$ cat config.mk
export PLATFORM = sky130hd
export DESIGN_NAME = pipe_stage_reg
export DESIGN_NICKNAME = d
export VERILOG_FILES = /design/src/rtl/pipe_stage_reg.sv
export SDC_FILE = /design/constraint.sdc
export NUM_CORES = 1
export LEC_CHECK = 0
export ABC_AREA = 1
export CORE_MARGIN = 4
export CORE_UTILIZATION = 51
export DETAILED_ROUTE_END_ITERATION = 12
export GPL_TIMING_DRIVEN = 1
export PLACE_DENSITY_LB_ADDON = 0.2
export SKIP_LAST_GASP = 1
export SLEW_MARGIN = 5
export SYNTH_ARGS = -nofsm -noshare
export SYNTH_HDL_FRONTEND = slang
export SYNTH_SLANG_ARGS = --single-unit
$ cat constraint.sdc
create_clock -name CLK -period 1.7 [get_ports CLK]
set_clock_uncertainty 0.05 [all_clocks]
set_input_delay 0.425 -clock CLK [delete_from_list [all_inputs] [get_ports CLK]]
set_output_delay 0.425 -clock CLK [all_outputs]
set_load 0.05 [all_outputs]
$ cat src/rtl/pipe_stage_reg.sv
// Elastic pipeline-stage register: two-entry skid buffer under a valid/ready
// handshake, with synchronous flush and a saturating output-stall counter.
module pipe_stage_reg #(
    parameter int unsigned    DW        = 32,
    parameter logic [DW-1:0]  RESET_VAL = '0,
    parameter int unsigned    CNT_W     = 16
) (
    input  logic             CLK,
    input  logic             nRST,
    input  logic             flush,
    input  logic             in_valid,
    output logic             in_ready,
    input  logic [DW-1:0]    in_data,
    output logic             out_valid,
    input  logic             out_ready,
    output logic [DW-1:0]    out_data,
    output logic [1:0]       occ,
    output logic [CNT_W-1:0] stall_cnt
);

    typedef enum logic [1:0] {
        ST_EMPTY = 2'b00,
        ST_FULL  = 2'b01,
        ST_SKID  = 2'b10
    } state_t;

    state_t           r_state;
    state_t           w_state_nxt;
    logic [DW-1:0]    r_main;
    logic [DW-1:0]    r_skid;
    logic [DW-1:0]    w_main_nxt;
    logic [DW-1:0]    w_skid_nxt;
    logic [CNT_W-1:0] r_stall_cnt;
    logic             w_in_xfer;
    logic             w_out_xfer;

    // Ready depends only on state and flush, never on out_ready.
    assign in_ready   = (r_state != ST_SKID) && !flush;
    assign out_valid  = (r_state != ST_EMPTY);
    assign out_data   = r_main;
    assign stall_cnt  = r_stall_cnt;
    assign w_in_xfer  = in_valid && in_ready;
    assign w_out_xfer = out_valid && out_ready;

    always_comb begin
        occ = 2'd0;
        case (r_state)
            ST_FULL: occ = 2'd1;
            ST_SKID: occ = 2'd2;
            default: occ = 2'd0;
        endcase
    end

    always_comb begin
        w_state_nxt = r_state;
        w_main_nxt  = r_main;
        w_skid_nxt  = r_skid;
        if (flush) begin
            w_state_nxt = ST_EMPTY;
            w_main_nxt  = RESET_VAL;
            w_skid_nxt  = RESET_VAL;
        end else begin
            case (r_state)
                ST_EMPTY: begin
                    if (w_in_xfer) begin
                        w_state_nxt = ST_FULL;
                        w_main_nxt  = in_data;
                    end
                end
                ST_FULL: begin
                    if (w_in_xfer && w_out_xfer) begin
                        w_main_nxt = in_data;
                    end else if (w_in_xfer) begin
                        w_state_nxt = ST_SKID;
                        w_skid_nxt  = in_data;
                    end else if (w_out_xfer) begin
                        w_state_nxt = ST_EMPTY;
                    end
                end
                ST_SKID: begin
                    if (w_out_xfer) begin
                        w_state_nxt = ST_FULL;
                        w_main_nxt  = r_skid;
                    end
                end
                default: w_state_nxt = ST_EMPTY;
            endcase
        end
    end

    always_ff @(posedge CLK or negedge nRST) begin
        if (!nRST) begin
            r_state <= ST_EMPTY;
            r_main  <= RESET_VAL;
            r_skid  <= RESET_VAL;
        end else begin
            r_state <= w_state_nxt;
            r_main  <= w_main_nxt;
            r_skid  <= w_skid_nxt;
        end
    end

    // Stall counter survives flush; only reset clears it.
    always_ff @(posedge CLK or negedge nRST) begin
        if (!nRST) begin
            r_stall_cnt <= '0;
        end else if (out_valid && !out_ready && (r_stall_cnt != '1)) begin
            r_stall_cnt <= r_stall_cnt + CNT_W'(1);
        end
    end

endmodule

==> summary.txt, run 1 <==
STA
  • Minimum clock period: 1750 ps
  • Fmax: 0.573 GHz
  • Final Hold Fails: 0
  • Final Max Tran Viols: 0
  • Least-Margin Pin Slew: 440 ps
  • Final period utilization: 103%
  • # setup viols final: 2
  • WHS: between 30 and 40 ps
  • RSZ-0062 raised after global routing: true
  • Max-slew headroom: 70.7%
  • Post-route setup slack: -46.3 ps

Critical path
  • Critical path class: reg -> out
  • Startpoint Class: flop
  • CP max FO: 4
  • Worst Path Arrival: around 1300 ps
  • Worst Setup End Kind: output port
  • Req. time, crit path: roughly 1200 ps
  • Cells on worst reg2reg path: 8

Routing
  • Drt pass-1 iters: 4
  • WL/cell: about 15 um
  • DRT Wirelength: about 12000 um
  • DR iter-0 viols: 269
  • Vias per inst: 5.52
  • Drt drc: 0
  • Vias: around 4100
  • Final ANT Viol Nets: 0

Finish
  • Layout area overhead: 50.4%
  • Layout cells sized above 1: between 20% and 30%
  • Final #Nets: 680
  • Ant diodes: 0

Die
  • Initial Utilization: a little over half
  • Chip Height: 97.5 um
  • I/O pins: 89
  • Die footprint: 0.00951 mm^2
  • Die width: 97.5 um
  • Rows: 32
  • Area of the core: about 0.0078 mm^2

Clock network
  • Inserted Clock Buffers: 9
  • TritonCTS clock tree: done
  • CTS Hold Bufs: 0
  • # clock sinks: slightly above 80
  • H-tree depth: 3
  • Clock Path Buffers: 2
  • CTS root buf: clkbuf_8
  • Clock Latency Late Sink: approximately 340 ps
  • Clock-pin transition on the worst setup and hold timing paths: 80 ps

Synthesis
  • Post-Syn Nets: 562
  • Post-synthesis cell count: ~520
  • Yosys top cell by area: dfrtp_1
  • Post-synth top flop: dfrtp_1
  • Mapped cell area: approximately 0.0041 mm^2
  • Distinct cells, synth: 25
  • Yosys Warn Count: 0
  • Syn Area/Cell: 7.80 um^2
  • Top cell type's share of synthesized area: around 50%
  • Most common cell in the netlist: nand2_1
  • Post-synthesis register bit count: a little over 80
  • Synth area leaders: dfrtp_1, nand2_1, nand4_1
  • Post-synth EDFFs: 0
  • Register area share after synthesis: 50.2%
  • Ranking of synthesized cells by instance count: nand2_1, dfrtp_1, inv_1, nand3_1, o21ai_1
  • Async set or reset register ratio after synthesis: 100%

Job
  • Max Cap Viol: 0

Pwr
  • Static Leak: roughly 2.8 nW
  • VDD IR max: about 0.55 mV
  • Cell Pwr Density: around 1000 mW/mm^2

Placed design
  • Setup WS pre-CTS: -411 ps
  • Gpl congestion: about 0.9
  • Hpwl dp: slightly above 8000 um
  • IO Port Bufs: 88

Global route
  • Vias in the first global route: 4155
  • GRT Overall Usage: between 20% and 30%
  • Grt ovf: 0
  • Initial antenna violation count: 0
  • First-pass GRT wire length: around 19000 um
  • Pin count of the biggest net entering global routing: 83

Status
  • Outcome: complete, but fails checks
  • Failing checks: negative setup slack

Min path
  • Min-delay worst type: in -> async
worst max-delay path, cell delays in order, from the launching register on:
cell	delay, ps
dfrtp_1	420
inv_2	110
nor2_4	70
nor2_4	170
buf_12	160
what timing repair did:
action,in CTS,in global routing
cloned,0,0
pin swaps,1,4
setup buffers,2,3
resized for setup,3,5
endpoints found under the setup margin,24,72
metal layers:
metal | vias up | track usage, % | wire length (um)
met5 | - | 0 | 0
met4 | 0 | 7.45 | 205
met3 | 26 | 4.95 | 970
met2 | 207 | 41.8 | 5890
met1 | 1975 | 30.1 | 4510
li1 | 1930 | - | -
area by class of cell:
cell class                 instances  area (um^2)
sequential                        82         2050
timing repair buffer             137         1870
multi-input combinational        356         1690
fill                             487         1620
inverter                          56          210
clock buffer                      12          145
tap                              102          128
clock inverter                     4         51.3
worst paths after layout:
kind	startpoint	end	slack [ps]
worst max register to register	r_state[1]	r_skid[27]	30
worst max-delay path	r_state[1]	in_ready	-50
min in group CLK	r_skid[15]	r_skid[15]	470
worst min-delay path	nRST	stall_cnt[5]	40
worst min register to register	r_skid[15]	r_skid[15]	470
max in group asynchronous	nRST	stall_cnt[1]	1200
stage by stage:
| stage | total power [W] | TNS (ps) | util (%) | std cells | area [um^2] |
|---|---|---|---|---|---|
| 3_3_place_gp | 0.00485 | -19370 | 75.7 | 728 | 5880 |
| 5_1_grt | 0.00658 | -639 | 79.1 | 749 | 6150 |
| 2_1_floorplan | 0.00355 | 0 | - | 524 | 4090 |
| 3_5_place_dp | 0.00491 | -23480 | 75.7 | 728 | 5880 |
| 6_report | 0.00631 | -86.5 | 79.1 | 749 | 6150 |
| 4_1_cts | 0.00631 | -80.8 | 78.5 | 746 | 6100 |
state kept, by name, summed over array words and instances (netlist names):
name	flops
r_state	2
r_skid	32
out_data	32
stall_cnt	16
cells by family (layout without fill, tap and decap cells):
kind of cell / count (synthesis) / in the layout / share of synthesized area (%)
XOR/XNOR: 8 / 8 / 1.71
flip-flops: 82 / 82 / 50.2
AND/OR/NAND/NOR: 270 / 270 / 29.2
buffers and inverters: 86 / 209 / 8.97
adder cells (fa/ha/maj): 1 / 1 / 0.306
AO/OA/AOI/OAI: 77 / 77 / 9.58
power breakdown:
part | leakage, nW | switching [W] | internal [W]
Combinational | 1.64 | 0.00138 | 0.00115
Sequential | 1.10 | 0.000207 | 0.00216
Clock | 0.0966 | 0.000696 | 0.000721
Total | 2.83 | 0.00228 | 0.00403
layout by cell type, fill, tap and decap left out, drive strengths merged, types with 2 or more instances in the layout:
cell type / count
buf: 102
nor2: 27
o21ai: 75
nand3: 41
nand4: 38
dfrtp: 82
xor2: 3
clkbuf: 12
clkdlybuf4s50: 33
xnor2: 5
clkinv: 2
inv: 56
nand2: 163
Power figures use the tool's default switching activity.
==> run 2: changes to the inputs <==
--- a/config.mk
+++ b/config.mk
@@ -10,7 +10,7 @@
 export CORE_UTILIZATION = 51
 export DETAILED_ROUTE_END_ITERATION = 12
 export GPL_TIMING_DRIVEN = 1
-export PLACE_DENSITY_LB_ADDON = 0.2
+export PLACE_DENSITY_LB_ADDON = 0.25
 export SKIP_LAST_GASP = 1
 export SLEW_MARGIN = 5
 export SYNTH_ARGS = -nofsm -noshare
==> run 2 against run 1 <==
  * The flow still finishes with violations (negative setup slack)
  * Critical endpoint unchanged
  * Final cell count is 0.40% higher
  * Combinational power up 3%
  * Critical path type unchanged
  * Register-to-register slack worse by 60 ps
  * Largest cell class unchanged
  * Largest power group unchanged
  * Clock power is 20% higher
  * Worst setup slack lost 25 ps
==> summary.txt, run 2 (same netlist as run 1, synthesis figures left out) <==
Status
  • Outcome: complete, but fails checks
  • Failing checks: negative setup slack

Pwr
  • Cell Pwr Density: 1080 mW/mm^2 (+5.3%)
  • Clock power share: 25.4% (+3.0 points)
  • Comb pwr share: 38.9% (-1.1 points)
  • Total power: 0.00668 W (+5.8%)
  • VDD IR max: 0.630 mV (+14%)
  • Psw: 0.00239 W (+4.9%)
  • Sw Ratio: 35.8% (-0.33 points)
  • Pint: 0.00429 W (+6.4%)
  • Seq pwr share: 35.7% (-1.8 points)
  • Static Leak: 2.85 nW (+0.44%)

Critical path
  • Worst Path Arrival: 1300 ps (+30 ps)
  • CP max FO: 4 (unchanged)
  • Startpoint Class: flop
  • Req. time, crit path: 1220 ps (about the same)
  • Worst Setup End Kind: output port
  • Critical path class: reg -> out

STA
  • Max-slew headroom: 70.0% (-0.72 points)
  • Post-route setup slack: -70.9 ps (-24.6 ps)
  • Final Max Tran Viols: 0 (unchanged)
  • Final period utilization: 104% (+1.4 points)
  • Final Hold Fails: 0 (unchanged)
  • # setup viols final: 4 (+2)
  • Setup Total Neg Slack: -178 ps (-91.4 ps)
  • Minimum clock period: 1770 ps (+24.6 ps)
  • Least-Margin Pin Slew: 450 ps (+10.8 ps)
  • Fmax: 0.565 GHz (-1.4%)
  • RSZ-0062 raised after global routing: true

Finish
  • Layout cells sized above 1: 22.3% (+1.3 points)
  • Most common cell after layout, fill and taps aside: nand2_1
  • Final std cells w/o fill: 752 (+0.40%)
  • Core Util, Final: 79.5% (+0.37 points)
  • Ant diodes: 0 (unchanged)
  • Layout area overhead: 51.1%
  • Most frequent cells in the layout: nand2_1, dfrtp_1, buf_12
  • Finished Cell Area: 0.00617 mm^2 (+0.47%)
  • Final #Nets: 683 (+0.44%)

Clock network
  • CTS Hold Bufs: 0 (unchanged)
  • Clock Latency Late Sink: 350 ps (about the same)
  • TritonCTS clock tree: done
  • Clock-pin transition on the worst setup and hold timing paths: 90 ps (about the same)
  • H-tree depth: 3 (unchanged)
  • Clock Path Buffers: 2 (unchanged)
  • # clock sinks: 82 (unchanged)
  • Inserted Clock Buffers: 9 (unchanged)
  • CTS root buf: clkbuf_8

Routing
  • DR iter-0 viols: 515 (+91%)
  • Final ANT Viol Nets: 0 (unchanged)
  • WL/cell: 17.9 um (+16%)
  • Vias per inst: 5.82 (+5.4%)
  • Drt drc: 0 (unchanged)
  • Drt pass-1 iters: 5 (+1)
  • DRT Wirelength: 13500 um (+16%)
  • Vias: 4378 (+5.8%)

Placed design
  • Placement Cell Area: 0.00581 mm^2 (-1.1%)
  • Hpwl dp: 8450 um (+4.5%)
  • Gpl congestion: 0.966 (+7.7%)
  • Cells after DPL: 729 (+0.14%)
  • IO Port Bufs: 88 (unchanged)

Global route
  • Grt ovf: 0 (unchanged)
  • First-pass GRT wire length: 19900 um (+4.1%)
  • Pin count of the biggest net entering global routing: 83 (unchanged)
  • GRT Overall Usage: 25.5% (+1.4 points)
  • Initial antenna violation count: 0 (unchanged)
  • Vias in the first global route: 4240 (+2.0%)

Die
  • I/O pins: 89 (unchanged)
  • Chip Height: 97.5 um (unchanged)
  • Area of the core: 0.00777 mm^2 (unchanged)
  • Die footprint: 0.00951 mm^2 (unchanged)
  • Rows: 32 (unchanged)
  • Initial Utilization: 52.6% (unchanged)
  • Die width: 97.5 um (unchanged)

Min path
  • Min-delay worst type: in -> async

Job
  • Max Cap Viol: 0 (unchanged)
run 2: power groups by stage:
stage	clock, W	combinational, W	sequential (W)
global placement	0	0.00243	0.00239
floorplan	0	0.000577	0.00297
global route	0.00177	0.00272	0.00241
detailed placement	0	0.00250	0.00241
finish	0.00170	0.00260	0.00238
CTS	0.00168	0.00252	0.00237
run 2: worst max-delay path, stage by stage (launching register included):
cell,delay [ps]
dfrtp_1,430
inv_2,140
nor2_4,70
nor2_4,150
buf_12,160
run 2: routing by layer:
layer	GRT usage (%)	wire, um	vias up
met5	0	0	-
met4	10.4	520	0
li1	-	-	1937
met1	32.2	5100	2083
met2	43.1	6640	299
met3	4.67	1200	59
run 2: repair_timing:
item	CTS	global route
gates cloned	0	0
buffers inserted	3	4
pin swaps	2	6
gates resized for setup	3	25
setup endpoints to repair	12	72
run 2: layout make-up:
| cell class | instances | area (um^2) |
|---|---|---|
| inverters | 56 | 210 |
| clock inverters | 6 | 105 |
| clock buffers | 10 | 128 |
| flip-flops and latches | 82 | 2060 |
| repair buffers | 140 | 1850 |
| well taps | 102 | 128 |
| multi-input cells | 356 | 1700 |
| fillers | 494 | 1590 |
run 2: path summary, 6_finish.rpt:
| path | startpoint | endpoint | slack, ps | cells after the start |
|---|---|---|---|---|
| min in group CLK | r_skid[13] | r_skid[13] | 470 | 2 |
| setup / recovery | r_state[1] | in_ready | -70 | 4 |
| hold / removal | nRST | stall_cnt[15] | 20 | 2 |
| setup reg to reg | r_state[0] | out_data[9] | -30 | 7 |
| hold reg to reg | r_skid[13] | r_skid[13] | 470 | 2 |
| max in group asynchronous | nRST | stall_cnt[14] | 1190 | 2 |
run 2: through the flow:
step | hold WS (ps) | setup WS [ps]
floorplan | 79.4 | 7.76
global placement | 438 | -258
detailed placement | 437 | -324
CTS | 63.4 | -50.6
global route | 64.0 | -102
finish | 17.8 | -70.9
==> run 3: changes to the inputs <==
--- a/config.mk
+++ b/config.mk
@@ -6,7 +6,7 @@
 export NUM_CORES = 1
 export LEC_CHECK = 0
 export ABC_AREA = 1
-export CORE_MARGIN = 4
+export CORE_MARGIN = 2
 export CORE_UTILIZATION = 51
 export DETAILED_ROUTE_END_ITERATION = 12
 export GPL_TIMING_DRIVEN = 1
==> run 3 against run 2 <==
  * The flow still finishes with violations (negative setup slack)
  * Critical path depth is the same
  * Maximum frequency shrank 2.3%
  * Wire length shrank 9.5%
==> summary.txt, run 3 (same netlist as run 1, synthesis figures left out) <==
Global route
  • GRT Overall Usage: 27.8% (+2.3 points)
  • Vias in the first global route: 4088 (-3.6%)
  • First-pass GRT wire length: 19100 um (-4.2%)
  • Grt ovf: 0 (unchanged)
  • Initial antenna violation count: 0 (unchanged)
  • Pin count of the biggest net entering global routing: 83 (unchanged)

Finish
  • Final-layout fill cell count: 451 (-8.7%)
  • Most frequent cells in the layout: nand2_1, dfrtp_1, buf_12
  • Most common cell after layout, fill and taps aside: nand2_1
  • Layout area overhead: 50.4%
  • Final #Nets: 679 (-0.59%)
  • Layout cells sized above 1: 22.3% (about the same)
  • Ant diodes: 0 (unchanged)

Critical path
  • Reg-to-reg setup timing slack: -60 ps (-30 ps)
  • Worst Setup End Kind: output port
  • Critical path class: reg -> out
  • Startpoint Class: flop
  • CP max FO: 4 (unchanged)
  • Worst Path Arrival: 1340 ps (+40 ps)
  • Req. time, crit path: 1220 ps (about the same)

Clock network
  • CTS root buf: clkbuf_8
  • Clock-pin transition on the worst setup and hold timing paths: 90 ps (about the same)
  • H-tree depth: 3 (unchanged)
  • TritonCTS clock tree: done
  • Clock Latency Late Sink: 360 ps (about the same)
  • # clock sinks: 82 (unchanged)
  • Clock Path Buffers: 2 (unchanged)
  • Inserted Clock Buffers: 9 (unchanged)

Die
  • Rows: 32 (unchanged)
  • Die footprint: 0.00875 mm^2 (-8.0%)
  • Die width: 93.5 um (-4.1%)
  • Chip Height: 93.5 um (-4.1%)
  • Initial Utilization: 52.9% (+0.27 points)
  • Area of the core: 0.00773 mm^2 (-0.52%)
  • I/O pins: 89 (unchanged)

Pwr
  • Cell Pwr Density: 1020 mW/mm^2 (-6.0%)
  • Pint: 0.00387 W (-9.8%)
  • Static Leak: 2.81 nW (-1.3%)
  • Sw Ratio: 38.1% (+2.3 points)
  • VDD IR max: 0.761 mV (+21%)
  • Clock power share: 20.7% (-4.7 points)
  • Comb pwr share: 41.7% (+2.8 points)
  • Psw: 0.00238 W (-0.38%)
  • Seq pwr share: 37.6% (+1.9 points)

Placed design
  • Setup WS pre-CTS: -304 ps (+19.4 ps)
  • Hpwl dp: 8140 um (-3.6%)
  • Gpl congestion: 0.820 (-15%)
  • IO Port Bufs: 88 (unchanged)

Routing
  • Vias: 4225 (-3.5%)
  • WL/cell: 16.3 um (-9.0%)
  • Final ANT Viol Nets: 0 (unchanged)
  • Vias per inst: 5.65 (-3.0%)
  • DRT Wirelength: 12200 um (-9.5%)
  • Drt pass-1 iters: 6 (+1)
  • Drt drc: 0 (unchanged)
  • DR iter-0 viols: 339 (-34%)

STA
  • Final Max Tran Viols: 0 (unchanged)
  • Least-Margin Pin Slew: 439 ps (-11.6 ps)
  • Minimum clock period: 1810 ps (+41.1 ps)
  • WHS: 23.3 ps (+5.51 ps)
  • Fmax: 0.552 GHz (-2.3%)
  • Final Hold Fails: 0 (unchanged)
  • Final period utilization: 107% (+2.4 points)
  • RSZ-0062 raised after global routing: true
  • Max-slew headroom: 70.8% (+0.77 points)
  • # setup viols final: 40 (+36)
  • Post-route setup slack: -112 ps (-41.1 ps)

Status
  • Outcome: complete, but fails checks
  • Failing checks: negative setup slack

Job
  • Max Cap Viol: 0 (unchanged)

Min path
  • Min-delay worst type: in -> async
run 3: cell count changes in the layout (fill, tap and decap cells not counted), moves of 3 or more:
cell,delta
buf_4,-5
buf_6,-3
o21ai_1,+5
buf_12,+4
clkinvlp_4,+4
bufinv_16,-3
o21ai_0,-7
run 3: power groups by stage:
stage	sequential [W]	combinational, W	clock (W)
final	0.00235	0.00260	0.00129
after global routing	0.00237	0.00274	0.00138
after CTS	0.00235	0.00257	0.00130
after detailed placement	0.00238	0.00255	0
after global placement	0.00237	0.00249	0
after floorplan	0.00297	0.000577	0
run 3: repair_timing:
action,in CTS,in global routing
setup endpoints to repair,4,49
hold buffers,0,0
pin swaps,1,1
gates resized for setup,4,27
buffers inserted,2,4
run 3: final timing paths:
| check | start | endpoint | cells after the start |
|---|---|---|---|
| setup / recovery | r_state[1] | in_ready | 4 |
| hold / removal | nRST | stall_cnt[4] | 2 |
| setup reg to reg | r_state[1] | r_skid[21] | 8 |
| hold reg to reg | r_skid[22] | r_skid[22] | 2 |
| max in group asynchronous | nRST | r_state[0] | 2 |
| min in group CLK | r_skid[22] | r_skid[22] | 2 |
run 3: worst max-delay path: stages, from the launching register on:
cell     delay, ps
dfrtp_1        460
inv_2          110
nor2_4         190
nor2_4          70
buf_12         150
run 3: per-layer routing:
| layer | track usage (%) | up-vias | routed length (um) |
|---|---|---|---|
| li1 | - | 1946 | - |
| met1 | 35.3 | 2006 | 4710 |
| met2 | 45.9 | 236 | 6180 |
| met3 | 5.16 | 37 | 935 |
| met4 | 13.5 | 0 | 352 |
| met5 | 0 | - | 0 |
run 3: final cells by class:
class	instances	area, um^2	share of cell area (%)
well taps	102	128	2.08
repair buffers	136	1860	30.2
multi-input cells	356	1720	28.0
inverters	56	210	3.42
clock buffers	9	124	2.02
clock inverters	7	52.6	0.855
flip-flops and latches	82	2060	33.4
run 3: through the flow:
stage	setup TNS, ps	area (um^2)	util, %	total power [W]	std cells
after floorplan	0	4090	-	0.00355	524
after global placement	-14630	5850	75.7	0.00486	726
after detailed placement	-17870	5850	75.7	0.00492	726
after CTS	-144	6060	78.4	0.00621	744
after global routing	-1840	6150	79.5	0.00649	748
final	-975	6150	79.5	0.00625	748
